**src/rtl/mem_arbiter.sv**
```systemverilog
// Two-port memory arbiter: CPU data port (0) and host loader (1) share one synchronous RAM.
// Latency: request sampled at edge E, grant and write in cycle E+1, read data valid in cycle E+3.
// Backpressure: requests are sampled only in IDLE; a requester keeps req high until it sees its gnt pulse.
//
// Ports:
//   clk, rst                  clock (rising edge), asynchronous active-low reset
//   reqN/weN/addrN/wdataN     request, write flag, word address and write data from requester N
//   gntN                      one-cycle grant pulse to requester N
//   rvalidN/rdataN            one-cycle read-valid pulse and registered read data for requester N
//   mem_en/mem_we/mem_addr/mem_wdata/mem_rdata   synchronous memory port (read data one cycle after mem_en)
//   busy                      high while a transaction is in flight
//   conflicts                 saturating count of cycles where both requesters competed
module mem_arbiter #(
  parameter int AW = 8,
  parameter int DW = 32
) (
  input  logic          clk,
  input  logic          rst,
  input  logic          req0,
  input  logic          req1,
  input  logic          we0,
  input  logic          we1,
  input  logic [AW-1:0] addr0,
  input  logic [AW-1:0] addr1,
  input  logic [DW-1:0] wdata0,
  input  logic [DW-1:0] wdata1,
  output logic          gnt0,
  output logic          gnt1,
  output logic          rvalid0,
  output logic          rvalid1,
  output logic [DW-1:0] rdata0,
  output logic [DW-1:0] rdata1,
  output logic          mem_en,
  output logic          mem_we,
  output logic [AW-1:0] mem_addr,
  output logic [DW-1:0] mem_wdata,
  input  logic [DW-1:0] mem_rdata,
  output logic          busy,
  output logic [7:0]    conflicts
);

  typedef enum logic [1:0] {
    IDLE   = 2'd0,
    GRANT  = 2'd1,
    RDWAIT = 2'd2
  } state_t;

  state_t state;
  logic   winner;     // index of the requester owning the current transaction
  logic   last_gnt;   // round-robin pointer: requester granted most recently
  logic   tie;
  logic   pick;

  assign tie  = req0 & req1;
  // On a tie the requester not granted last wins; otherwise the lone requester wins.
  assign pick = tie ? ~last_gnt : req1;

  assign busy = (state != IDLE);

  always_ff @(posedge clk or negedge rst) begin
    if (!rst) begin
      state     <= IDLE;
      winner    <= 1'b0;
      last_gnt  <= 1'b1;
      gnt0      <= 1'b0;
      gnt1      <= 1'b0;
      rvalid0   <= 1'b0;
      rvalid1   <= 1'b0;
      rdata0    <= '0;
      rdata1    <= '0;
      mem_en    <= 1'b0;
      mem_we    <= 1'b0;
      mem_addr  <= '0;
      mem_wdata <= '0;
      conflicts <= '0;
    end else begin
      // Pulse outputs default low; only the cycle that needs them raises them.
      gnt0    <= 1'b0;
      gnt1    <= 1'b0;
      rvalid0 <= 1'b0;
      rvalid1 <= 1'b0;
      mem_en  <= 1'b0;
      mem_we  <= 1'b0;

      case (state)
        IDLE: begin
          if (req0 | req1) begin
            state     <= GRANT;
            winner    <= pick;
            last_gnt  <= pick;
            gnt0      <= ~pick;
            gnt1      <= pick;
            mem_en    <= 1'b1;
            mem_we    <= pick ? we1 : we0;
            mem_addr  <= pick ? addr1 : addr0;
            mem_wdata <= pick ? wdata1 : wdata0;
            if (tie && (conflicts != 8'hFF)) begin
              conflicts <= conflicts + 8'd1;
            end
          end
        end

        GRANT: begin
          // mem_we still holds this transaction's direction during GRANT.
          state <= mem_we ? IDLE : RDWAIT;
        end

        RDWAIT: begin
          state <= IDLE;
          if (winner) begin
            rdata1  <= mem_rdata;
            rvalid1 <= 1'b1;
          end else begin
            rdata0  <= mem_rdata;
            rvalid0 <= 1'b1;
          end
        end

        default: state <= IDLE;
      endcase
    end
  end

endmodule

```
**config.mk**
```make
export PLATFORM = sky130hd
export DESIGN_NAME = mem_arbiter
export DESIGN_NICKNAME = d
export VERILOG_FILES = /design/src/rtl/mem_arbiter.sv
export SDC_FILE = /design/constraint.sdc
export NUM_CORES = 1
export LEC_CHECK = 0
export CAP_MARGIN = 40
export CORE_UTILIZATION = 40
export CTS_CLUSTER_SIZE = 10
export DETAILED_ROUTE_END_ITERATION = 8
export PLACE_DENSITY = 0.79
export SKIP_LAST_GASP = 1
export SLEW_MARGIN = 40
export SYNTH_ARGS = -nofsm -noshare
export SYNTH_HDL_FRONTEND = slang
export SYNTH_SLANG_ARGS = --single-unit
```
**constraint.sdc**
```tcl
create_clock -name clk -period 2.2 [get_ports clk]
set_input_delay 0.66 -clock clk [delete_from_list [all_inputs] [get_ports clk]]
set_output_delay 0.66 -clock clk [all_outputs]
set_load 0.005 [all_outputs]
```
After elaboration in Yosys (flattened, before gate mapping)
Index checks and enable logic that the tools add are counted.
{"block": "word_totals", "out_inout_bits": 119, "romBits": 0, "register_bits": 122, "ram_bits": 0, "latch_bits": 0, "mem_count": 0}
{"block": "op_classes", "bitwise": 5, "n_mul": 0, "mux": 19, "n_reduce_logical": 7, "n_eq_ne": 4, "magnitude_cmp": 0, "n_div": 0, "add_sub_neg": 1, "n_shift": 0}
{"cell": "32-bit two-way mux", "count": 1}
{"cell": "1-bit two-way mux", "count": 14}
{"cell": "8-bit by 1-bit adder with 8-bit output, second input constant", "count": 1}
{"cell": "8-bit two-way mux", "count": 1}
{"cell": "8-bit inequality test, second input constant", "count": 1}
{"cell": "2-bit AND reduction", "count": 3}
{"cell": "2-bit two-way mux", "count": 2}
{"cell": "2-bit one-hot mux with 2 select lines", "count": 1}
{"cell": "1-bit inverter", "count": 3}
{"cell": "3-bit AND reduction", "count": 1}
{"cell": "2-bit by 1-bit equality test with 1-bit output, second input constant", "count": 1}
{"cell": "2-bit equality test, second input constant", "count": 1}
{"cell": "2-bit logical NOT", "count": 1}
{"cell": "2-bit inequality test, second input constant", "count": 1}
{"cell": "2-bit nonzero test", "count": 1}
{"cell": "1-bit AND", "count": 1}
{"cell": "1-bit logical AND", "count": 1}
{"cell": "1-bit bitwise OR", "count": 1}

Depth between registers and ports, before layout
{"block": "logic_depth", "depth_word": 5, "mapped_depth": 5, "depth_no_buf": 4}

Worst setup path before layout
No wires, ideal clock.
{"block": "synth_timing", "path_kind": "in2reg", "start": "in req1", "end": "reg mem_wdata[10]", "stages": 5, "required_time_ns": 2.074, "setup_time_ns": 0.126, "arrival_time_ns": 1.487, "setup_slack_ns": 0.587, "n_path_buf": 2, "cell_sequence": "nand2b_1 and3_1 buf_4 buf_4 a221o_1"}
{"block": "synth_between", "elab_chain_len": 3, "word_cells_on_any_way": 5, "classes_between": "2 x mux; 2 x bitwise; 1 x reduce/logical"}
{"element": "from (decl)", "line_no": "20", "source": "input logic req1,"}
{"element": "1-bit AND", "line_no": "54", "source": "assign tie = req0 & req1;"}
{"element": "1-bit two-way mux", "line_no": "56", "source": "assign pick = tie ? ~last_gnt : req1;"}
{"element": "32-bit two-way mux", "line_no": "96", "source": "mem_wdata <= pick ? wdata1 : wdata0;"}
{"element": "to (signal assigned)", "line_no": "96"}
{"element": "to (decl)", "line_no": "36", "source": "output logic [DW-1:0] mem_wdata,"}
Parallel ways exist; a longest one is shown, timed or not.
A chain may end at the register's enable or synchronous reset.

Worst setup path after layout
{"block": "layout_timing", "start": "reg state[1]", "end": "out busy"}
{"block": "layout_between", "elab_chain_len": 1}
{"element": "from (decl)", "line_no": "48", "source": "state_t state;"}
{"element": "from (signal assigned)", "line_no": "105", "source": "state <= mem_we ? IDLE : RDWAIT;"}
{"element": "2-bit nonzero test", "line_no": "58", "source": "assign busy = (state != IDLE);"}
{"element": "to (decl)", "line_no": "38", "source": "output logic busy,"}
No other way between the ends.

==> impl_metrics.ini <==
[status]
status = finished clean

[synth]
syn_inst = 336
synth-edff-count = 0
syn_nets = 455
ys.flop_type = dfrtp_1
ys_warn_count = 0
synth_cell_types = 35
synth-seq-cells = 122
synth-seq-area-share_pct = 61.8
ys_async_sr_fraction_pct = 100
syn_avg_cell_area_um2 = 14.7
synth_area_mm2 = 0.00494

[power]
p_seq_share_pct = 34.3
intPower_w = 0.00836
power_density_mw_per_mm2 = 1430
switching_power_w = 0.00328
power_w = 0.0116
power_frac_comb_pct = 40.2
switching_share_pct = 28.2
clock_power_share_pct = 25.5
p_leak_nw = 3.41
peakVddDrop_mv = 0.660

[routing]
ant_nets = 0
dr.pass1.iters = 4
vias = 3938
viasPerCell = 5.34
drt_wl_total_um = 13000
drt_iter0_markers = 171
drcViolationCount = 0
routedWlPerCell_um = 17.6

[timing]
fin_crit_sh_pct = 96.8
worst_hold_slack_ps = 258
grt_setup_unrepaired = no
setup-violations-final = 0
slew_violations = 0
max_slew.worst_pin.slew_ps = 462
slew_headroom_pct = 69.2
fmax_ghz = 0.470
min_period_ps = 2130
fin_worst_skew_ps = 7.48
hold_violations = 0
setup_ws_ps = 70.6

[clocking]
htree_levels = 4
max-clock-path-buffers = 2
clk_pin_slew_ps = 60
numCtsBuffers = 17
clkSinkCount = 122
cts_setup_buffers = 0
root_buffer = clkbuf_16
tritoncts = built
clock_latency_ps = 410

[die]
io_pins = 237
die_w_um = 113
row_count = 40
core_area_mm2 = 0.0120
fp.dieH_um = 113
dieArea_mm2 = 0.0128
start_util_pct = 41.1

[finish]
drive_gt1_share_pct = 14.6
syn_to_final_growth_pct = 64.8
regArea_mm2 = 0.00306
nNetsFinal = 696
multiInputGateArea_mm2 = 0.00173
fill_cells = 855
diodes = 0
layout_commonest_cell = clkdlybuf4s50_1
final_cell_mix = clkdlybuf4s50_1, dfrtp_1, a21boi_0, a221o_1, mux2_2
fin_area_mm2 = 0.00815

[global_routing]
grt_use_total_pct = 21.2
gr-total-overflow = 0
grt_pass1_vias = 4125
grt_antenna_before_repair = 0
grt-busiest-layer = met2
met1_usage_pct = 24.9
grt_pass1_wl_um = 20900
met3_usage_pct = 7.93
gr-usage-met2_pct = 34.6
grt_max_degree = 66

[placed_design]
io_buffers = 236
place_ws_ps = -65.7
gp_congestion = 0.784
dpl-instance-area_mm2 = 0.00750
hpwlAfterDp_um = 9200

[setup_path]
crit_type = flop to output pin
cp-start-kind = flop
crit_chain = nor2_2 -> inv_1 -> clkdlybuf4s50_1
end_kind = output pin
max_stage_delay_ps = 460
worst-path-max-fanout = 5
crit_family = buffers and inverters
worst_path_max_delay_cell = clkdlybuf4s50_1
timing.critical_path.buf_inv = 2
cp.required_ps = 1540
worstPathArrival_ps = 1470

[worst_hold_path]
hold_path.class = input pin to asynchronous set/reset pin

[flow_run]
cap_violations = 0
-- logic make-up after synthesis --
| family | after synthesis | share of synthesized area [%] |
|---|---|---|
| buffers and inverters | 30 | 3.34 |
| xor gates and xnor gates | 4 | 0.709 |
| muxes | 67 | 15.2 |
| adders and majority gates | 1 | 0.253 |
| and+or+nand+nor | 23 | 3.11 |
| AOI/OAI and AO/OA | 89 | 15.5 |
| DFF | 122 | 61.8 |
-- registers in the layout (all words and copies together) (netlist names), 2 cells and up --
signal     cells
rdata0        32
mem_addr       8
state          2
mem_wdata     32
conflicts      8
rdata1        32
-- area by class of cell --
cell class,instances,area share [%]
flip-flops and latches,122,37.5
repair buffers,247,30.9
multi-input cells,184,21.2
clock buffers,17,5.22
clock inverters,15,2.63
well taps,147,2.26
inverters,5,0.230
-- repair_timing --
| item | in CTS | in global routing |
|---|---|---|
| gates resized for setup | 0 | 2 |
| setup endpoints to repair | 0 | 1 |
| hold buffers | 0 | 0 |
-- per-layer routing --
| metal | share of wire (%) | vias up |
|---|---|---|
| met4 | 2.4 | 0 |
| met5 | 0 | - |
| li1 | - | 1760 |
| met3 | 9.4 | 26 |
| met2 | 47 | 206 |
| met1 | 41 | 1946 |
-- power by group through the flow --
stage	registers [W]	logic [W]	clock network [W]
2_1_floorplan	0.00401	0.00177	0
3_3_place_gp	0.00396	0.00459	0
3_5_place_dp	0.00401	0.00473	0
4_1_cts	0.00401	0.00474	0.00301
5_1_grt	0.00414	0.00502	0.00313
6_report	0.00399	0.00468	0.00297
-- synthesized netlist by cell type (all sizes together), types with 2 or more instances --
cell type | count | share of area [%]
mux2 | 66 | 15
xor2 | 3 | 0.53
a211oi | 3 | 0.46
a21boi | 40 | 6.1
buf | 17 | 2.4
nand2 | 4 | 0.30
inv | 5 | 0.38
and3 | 3 | 0.38
nand3 | 3 | 0.30
nor3b | 2 | 0.41
nand2b | 2 | 0.25
a21o | 3 | 0.46
clkbuf | 8 | 0.61
dfrtp | 121 | 61
a221o | 40 | 8.1
-- per-stage QoR --
step,utilization [%],std cells,setup TNS [ps]
4_1_cts,67.8,737,0
3_5_place_dp,62.5,705,-144
6_report,67.8,737,0
3_3_place_gp,62.5,705,0
2_1_floorplan,-,336,0
5_1_grt,67.8,737,0
-- path summary, 6_finish.rpt --
path	endpoint	slack, ps	cells after the start	startpoint
max reg2reg	mem_wdata[16]$_DFFE_PN0P_	480	5	state[1]$_DFFE_PN0P_
min reg2reg	state[1]$_DFFE_PN0P_	460	1	mem_we$_DFF_PN0_
min in group clk	state[1]$_DFFE_PN0P_	460	1	mem_we$_DFF_PN0_
min	rdata1[10]$_DFFE_PN0P_	260	2	rst
max	busy	70	3	state[1]$_DFFE_PN0P_
max in group asynchronous	last_gnt$_DFFE_PN1P_	1570	2	rst
Power figures use the tool's default switching activity.
